### src/rtl/regression_sample_loader_if.sv
// Sample stream and batch-presentation bundle for the regression sample loader.
// The loader sits on the slave side; the sample source / regression stage
// (or a bench standing in for both) sits on the master side.
interface regression_sample_loader_if #(
  parameter int N_SAMPLES = 20,
  parameter int DATA_W    = 32,
  parameter int CNT_W     = $clog2(N_SAMPLES + 1)
);
  logic              clear;
  logic              in_valid;
  logic              in_ready;
  logic [DATA_W-1:0] in_x;
  logic [DATA_W-1:0] in_y;
  logic              in_last;
  logic              batch_valid;
  logic              batch_ack;
  logic [DATA_W-1:0] X [0:N_SAMPLES-1];
  logic [DATA_W-1:0] Y [0:N_SAMPLES-1];
  logic [CNT_W-1:0]  count;
  logic              frame_err;

  modport master (
    output clear, in_valid, in_x, in_y, in_last, batch_ack,
    input  in_ready, batch_valid, X, Y, count, frame_err
  );

  modport slave (
    input  clear, in_valid, in_x, in_y, in_last, batch_ack,
    output in_ready, batch_valid, X, Y, count, frame_err
  );
endinterface

### src/rtl/regression_sample_loader.sv
// Collects N_SAMPLES (x, y) pairs from a valid/ready stream and presents them
// as parallel arrays, held stable until the regression stage acknowledges.
// An early in_last aborts the partial batch and raises a sticky frame error.
module regression_sample_loader #(
  parameter int N_SAMPLES = 20,
  parameter int DATA_W    = 32,
  parameter int CNT_W     = $clog2(N_SAMPLES + 1)
) (
  input logic                      clk,
  input logic                      rst,
  regression_sample_loader_if.slave bus
);

  typedef enum logic {FILL, HOLD} state_t;

  localparam logic [CNT_W-1:0] LAST_IDX = CNT_W'(N_SAMPLES - 1);
  localparam logic [CNT_W-1:0] FULL_CNT = CNT_W'(N_SAMPLES);

  state_t            state_q, state_d;
  logic [CNT_W-1:0]  count_q, count_d;
  logic              err_q, err_d;
  logic              wr_en;
  logic [DATA_W-1:0] x_q [0:N_SAMPLES-1];
  logic [DATA_W-1:0] y_q [0:N_SAMPLES-1];

  // State, sample counter and sticky frame error registers.
  always_ff @(posedge clk or posedge rst) begin
    if (rst) begin
      state_q <= FILL;
      count_q <= '0;
      err_q   <= 1'b0;
    end else begin
      state_q <= state_d;
      count_q <= count_d;
      err_q   <= err_d;
    end
  end

  // Next state: clear overrides everything, including a same-cycle accept.
  always_comb begin
    state_d = state_q;
    count_d = count_q;
    err_d   = err_q;
    wr_en   = 1'b0;
    if (bus.clear) begin
      state_d = FILL;
      count_d = '0;
      err_d   = 1'b0;
    end else begin
      case (state_q)
        FILL: begin
          if (bus.in_valid) begin
            wr_en = 1'b1;
            if (count_q == LAST_IDX) begin
              // in_last is legal either way on the final sample
              state_d = HOLD;
              count_d = FULL_CNT;
            end else if (bus.in_last) begin
              // sample is still written, but the partial batch is dropped
              count_d = '0;
              err_d   = 1'b1;
            end else begin
              count_d = count_q + CNT_W'(1);
            end
          end
        end
        HOLD: begin
          if (bus.batch_ack) begin
            state_d = FILL;
            count_d = '0;
          end
        end
        default: begin
          state_d = FILL;
          count_d = '0;
        end
      endcase
    end
  end

  // Sample storage; entries are only ever overwritten, never bulk-cleared
  // outside of reset, so stale data remains until the slot is refilled.
  always_ff @(posedge clk or posedge rst) begin
    if (rst) begin
      for (int i = 0; i < N_SAMPLES; i++) begin
        x_q[i] <= '0;
        y_q[i] <= '0;
      end
    end else if (wr_en) begin
      x_q[count_q] <= bus.in_x;
      y_q[count_q] <= bus.in_y;
    end
  end

  // Handshake flags come straight from the state register.
  assign bus.in_ready    = (state_q == FILL);
  assign bus.batch_valid = (state_q == HOLD);
  assign bus.count       = count_q;
  assign bus.frame_err   = err_q;
  assign bus.X           = x_q;
  assign bus.Y           = y_q;

endmodule

### src/flat_wrapper.sv
// flat-port wrapper written by rule: the top's interface ports become plain ports
module regression_sample_loader_flat 
#(
  parameter int N_SAMPLES = 20,
  parameter int DATA_W    = 32,
  parameter int CNT_W     = $clog2(N_SAMPLES + 1)
)
  (clk, rst, bus_clear, bus_in_valid, bus_in_x, bus_in_y, bus_in_last, bus_batch_ack, bus_in_ready, bus_batch_valid, bus_X, bus_Y, bus_count, bus_frame_err);
  regression_sample_loader_if #(.N_SAMPLES(N_SAMPLES), .DATA_W(DATA_W), .CNT_W(CNT_W)) bus_i ();
  input logic clk;
  input logic rst;
  input wire logic [$bits(bus_i.clear)-1:0] bus_clear;
  input wire logic [$bits(bus_i.in_valid)-1:0] bus_in_valid;
  input wire logic [$bits(bus_i.in_x)-1:0] bus_in_x;
  input wire logic [$bits(bus_i.in_y)-1:0] bus_in_y;
  input wire logic [$bits(bus_i.in_last)-1:0] bus_in_last;
  input wire logic [$bits(bus_i.batch_ack)-1:0] bus_batch_ack;
  output wire logic [$bits(bus_i.in_ready)-1:0] bus_in_ready;
  output wire logic [$bits(bus_i.batch_valid)-1:0] bus_batch_valid;
  output wire logic [$bits(bus_i.X)-1:0] bus_X;
  output wire logic [$bits(bus_i.Y)-1:0] bus_Y;
  output wire logic [$bits(bus_i.count)-1:0] bus_count;
  output wire logic [$bits(bus_i.frame_err)-1:0] bus_frame_err;
  assign bus_i.clear = bus_clear;
  assign bus_i.in_valid = bus_in_valid;
  assign bus_i.in_x = bus_in_x;
  assign bus_i.in_y = bus_in_y;
  assign bus_i.in_last = bus_in_last;
  assign bus_i.batch_ack = bus_batch_ack;
  assign bus_in_ready = bus_i.in_ready;
  assign bus_batch_valid = bus_i.batch_valid;
  assign bus_X = {>>{bus_i.X}};
  assign bus_Y = {>>{bus_i.Y}};
  assign bus_count = bus_i.count;
  assign bus_frame_err = bus_i.frame_err;
  regression_sample_loader #(.N_SAMPLES(N_SAMPLES), .DATA_W(DATA_W), .CNT_W(CNT_W)) u_core (.clk(clk), .rst(rst), .bus(bus_i));
endmodule
### config.mk
export PLATFORM = sky130hd
export DESIGN_NAME = regression_sample_loader_flat
export DESIGN_NICKNAME = d
export VERILOG_FILES = /design/src/rtl/regression_sample_loader_if.sv /design/src/rtl/regression_sample_loader.sv /design/src/flat_wrapper.sv
export SDC_FILE = /design/constraint.sdc
export NUM_CORES = 2
export LEC_CHECK = 0
export BUFFER_PORTS_ARGS = -buffer_cell sky130_fd_sc_hd__buf_2
export CORE_AREA = 2 2 522 524
export CTS_BUF_LIST = sky130_fd_sc_hd__clkbuf_4
export DETAILED_ROUTE_END_ITERATION = 12
export DIE_AREA = 0 0 524 526
export GPL_ROUTABILITY_DRIVEN = 0
export GPL_TIMING_DRIVEN = 0
export PLACE_DENSITY = 0.35
export RECOVER_POWER = 100
export SLEW_MARGIN = 10
export SYNTH_ARGS = -nofsm -noshare
export SYNTH_HDL_FRONTEND = slang
export SYNTH_SLANG_ARGS = --single-unit
### constraint.sdc
create_clock -name clk -period 39.9 [get_ports clk]
set_input_delay 3.99 -clock clk [delete_from_list [all_inputs] [get_ports clk]]
set_output_delay 3.99 -clock clk [all_outputs]
set_load 0.05 [all_outputs]
======== Yosys cells after proc, flatten, opt, wreduce, memory -nomap -nowiden ========
Index checks and enable logic that the tools add are counted.
word-level totals
  register bits ........................... 1287
  bits of input ports ..................... 70
  output and inout bits ................... 1288
  logic and storage cells ................. 81
cells by class
  add/subtract/negate cells ............... 1
  $lt $le $gt $ge ......................... 2
  equal/unequal tests ..................... 5
  mux-type cells .......................... 23
  bitwise operators ....................... 2
  reduce and logical (&&, ||, !) cells .... 5
operators with widths
  kind                   number
  $bwmux W640            2
  $demux W32 S5          1
  $mux W32               1
  $mux W5                5
  $mux W1                12
  $pmux W5 S2            1
  $ge A6 B6 Y1 const B   1
  $lt A6 B1 Y1 const B   1
  $ne A3 B3 Y1 const B   2
  $not A5 Y6             1
  $add A5 B1 Y5 const B  1
  $eq A5 B5 Y1 const B   1
  $ne A2 B2 Y1 const B   2
  $reduce_and A4 Y1      1
  $reduce_bool A2 Y1     2
  $pmux W1 S2            1
  $reduce_and A2 Y1      1
  $logic_and A1 B1 Y1    1
  $not A1 Y1             1

======== Longest topological paths before layout ========
  word-level depth ........................ 6
  depth in mapped cells ................... 7
  mapped depth without buffers ............ 5

======== Least setup slack after synthesis ========
No wires, ideal clock.
  path type ............................... in2reg
  start ................................... input port bus_clear
  end ..................................... register u_core.y_q (netlist bit u_core.bus.Y[14])
  library setup time ...................... 0.125 ns
  data arrival time ....................... 5.247 ns
  data required time ...................... 39.775 ns
  slack ................................... 34.529 ns
  stages .................................. 6
  buffers on the path ..................... 3
  path through ............................ nor4bb_1 buf_2 and2_1 buf_2 buf_2 mux2_2
between the ends
  word-level cells in the longest chain between the ends .. 1
RTL lines
  item                           RTL line                        RTL
  start, declared                flat_wrapper.sv:12              input wire logic [$bits(bus_i.clear)-1:0] bus_clear;
  $mux W1                        regression_sample_loader.sv:45  if (bus.clear) begin
  end signal, assigned by index  regression_sample_loader.sv:91  y_q[count_q] <= bus.in_y;
  end, declared                  regression_sample_loader.sv:24  logic [DATA_W-1:0] y_q [0:N_SAMPLES-1];
No other way between the ends.
A chain may end at the register's enable or synchronous reset.

==> metrics.txt <==
Syn Inst Count=2,893; Register Area=32,200 sq um; Total Wirelength=229 mm; Leak Pwr=30.1 nW; DIE WIDTH=524 microns; relative slew slack=-0.431; period utilization=0.499; Layout Utilization=0.231; overall routing resource usage=0.162; vias in the first global route=34,600; Fin. Hold Viols=0; CTS tree=yes; crit path max fanout=34; hold_buf cts=0; layout cells sized above 1=0.382; P per Cell Area=50.3 nW/um^2; initial core utilization=0.179; Hold Crit Class=reg2reg; Crit. Startpoint=rst; busiest metal layer after global routing=met2; min cycle time layout=19,920 ps; Worst R2R End=u_core.bus.Y[604]$_DFFE_PP0P_; initial antenna violation count=60; die outline area=276,000 sq um; Die Y=526 microns; DR vias=32,600; Area Growth Syn to Fin=29.5%; final slew viol count=1,278; largest net degree at the start of global routing=37; RSZ-0062 raised after global routing=no; sequential fraction of the synthesis area=0.668; Port Buffers=1,293; failing checks=max-capacitance violations, max-slew violations; top_reg_cell synth=dfrtp_1; syn nets=2,968; postcts setup bufs=0; f_max=50.2 MHz; CP Data Required Time=40,920 ps; CTS max path bufs=4; crit path capture=u_core.bus.Y[347]$_DFFE_PP0P_; met3 Use GR=0.0722; worst hold slack=491 ps; Nets=4,704; Worst setup EP type=asynchronous set/reset pin; Power, Total=0.00314 W; combinational share of power=0.143; Peak supply drop=0.0000174 V; Worst EP arrival=20,930 ps; Synth Register Bits=1,287; Fin Clk Skew=110 ps; clock transition at the registers of the reported paths=60 ps; post-synthesis cell area=48,200 sq um; global-route track usage on met2=0.262; CTS root buffer=clkbuf_4; Clock Latency Late Sink=1340 ps; GRT Residual Overflow=0; routed length per instance=27.1 microns; launch point of the worst reg-to-reg path=u_core.bus.count[1]$_DFFE_PP0P_; run status=finished with violations; sequential power share=0.447; Startpoint Class=input pin; Post-Syn Area per Cell=16.7 sq um; Starting DRT DRC Count=1,116; maxcap violations=44; Net Sw Power=0.00102 W; Core Area=270,000 sq um; Via-to-Cell Ratio=3.85; H-Tree Depth=5; unique cell type count in the Yosys netlist=31; I/O pins=1,358; Pint=0.00212 W; multi-input logic area=14,800 sq um; Rows=191; Synth warnings=0; first-pass GRT wire length=307 mm; Num CTS Buffers=382; Final HPWL DP=175 mm; Post-CTS Resized=0; R2R depth=8; DR pass1 iterations=5; Fillers=29,500; GR Layer Usage met1=0.192; worst slew pin tran=2150 ps; critical path type=in2async; endpoints failing setup=0; Sw Share=0.325; R2R Setup Slk=35,100 ps; clock sink count=1,287; post-route ant nets=0; DRC viols=0; Setup TNS Final=0 ps; async set-reset flop share out of synthesis=1.00; Post-synth EDFFs=0; Clock power frac=0.410
[critical path, cell delays in order]
cell        delay [ps]
buf_2              100
clkinvlp_2         840
clkbuf_1          1310
clkbuf_1          1370
clkbuf_1          1420
clkbuf_1          1210
clkbuf_1          1480
clkbuf_1          1400
clkbuf_1          1410
clkbuf_1          1270
clkbuf_1          1030
clkbuf_1          1450
clkbuf_1          1120
clkbuf_1          1350
[layout make-up]
class	count	share of cell area
sequential	1287	0.516
multi-input combinational	1341	0.238
timing repair buffer	1352	0.0821
tap	3570	0.0716
clock buffer	555	0.0668
buffer	258	0.0157
clock inverter	82	0.00848
antenna	22	0.000883
inverter	7	0.000441
[cells in the mapped netlist, drive strengths merged (2+ instances only)]
cell	number	area [sq um]
buf	124	621
clkbuf	134	503
dfrtp	1287	32200
ha	5	62.6
inv	7	26.3
mux2	1281	14400
nand2	20	75.1
nand3	2	10.0
nor2	3	11.3
nor3	4	20.0
nor3b	4	35.0
nor4bb	4	40.0
o22ai	2	12.5
[metrics by stage]
step           worst slack, ps  std cells  instance area [sq um]
2_1_floorplan            18120       2893                  48200
3_3_place_gp              8000       7756                  59100
3_5_place_dp             32160       7815                  60400
4_1_cts                  33410       8452                  65100
5_1_grt                  16660       8459                  62300
6_report                 19980       8474                  62400
[how the worst min path moves through the flow]
stage,to,cells past startpoint,from,slack [ps]
floorplan,u_core.bus.frame_err$_DFFE_PP0P_,2,u_core.bus.frame_err$_DFFE_PP0P_,790
global placement,u_core.bus.X[37]$_DFFE_PP0P_,1,u_core.bus.X[37]$_DFFE_PP0P_,470
detailed placement,u_core.bus.X[46]$_DFFE_PP0P_,1,u_core.bus.X[46]$_DFFE_PP0P_,480
CTS,u_core.bus.X[46]$_DFFE_PP0P_,1,u_core.bus.X[46]$_DFFE_PP0P_,490
global route,u_core.bus.X[58]$_DFFE_PP0P_,1,u_core.bus.X[58]$_DFFE_PP0P_,500
finish,u_core.bus.X[62]$_DFFE_PP0P_,1,u_core.bus.X[62]$_DFFE_PP0P_,490
[registers in the layout (all words and copies together), names as in the netlist]
| signal | cells |
|---|---|
| u_core.bus.batch_valid | 1 |
| u_core.bus.count | 5 |
| u_core.bus.frame_err | 1 |
| u_core.bus.Y | 640 |
| u_core.bus.X | 640 |
[logic make-up after synthesis]
kind of cell	after synthesis	synth area share
AO/OA/AOI/OAI	10	0.00164
AND/OR/NAND/NOR	45	0.00535
buffers and inverters	265	0.0239
flip-flops	1287	0.668
multiplexers	1281	0.299
adder cells (fa/ha/maj)	5	0.00130
[layout by cell type (no fill, tap or decap), types with 2 or more instances in the layout]
master      instances
ha_1                5
clkinv_1           52
diode_2            22
dfrtp_1          1287
mux2_1             20
inv_1               6
nand3_1             2
o22ai_1             2
inv_6               5
nor3_1              4
clkbuf_1         1593
nand2_1            20
nor2_1              3
bufinv_16           6
nor3b_1             3
inv_2               8
clkinvlp_4          3
buf_2               6
clkinv_4            3
mux2_2           1261
nor4bb_1            4
clkbuf_2            9
clkinv_2            4
clkbuf_4          555
[power groups by stage]
stage	sequential (W)	clock [W]	combinational, W
2_1_floorplan	0.00166	0	0.0000936
3_3_place_gp	0.00143	0	0.000473
3_5_place_dp	0.00142	0	0.000486
4_1_cts	0.00140	0.00135	0.000486
5_1_grt	0.00141	0.00142	0.000472
6_report	0.00140	0.00129	0.000448
[layer usage]
| layer | share of wire | vias up | wire (microns) |
|---|---|---|---|
| li1 | - | 13900 | - |
| met3 | 0.11 | 357 | 24400 |
| met4 | 0.026 | 14 | 6050 |
| met5 | 0.00037 | - | 84 |
| met1 | 0.40 | 16900 | 92200 |
| met2 | 0.46 | 1493 | 107000 |
Power figures use the tool's default switching activity.
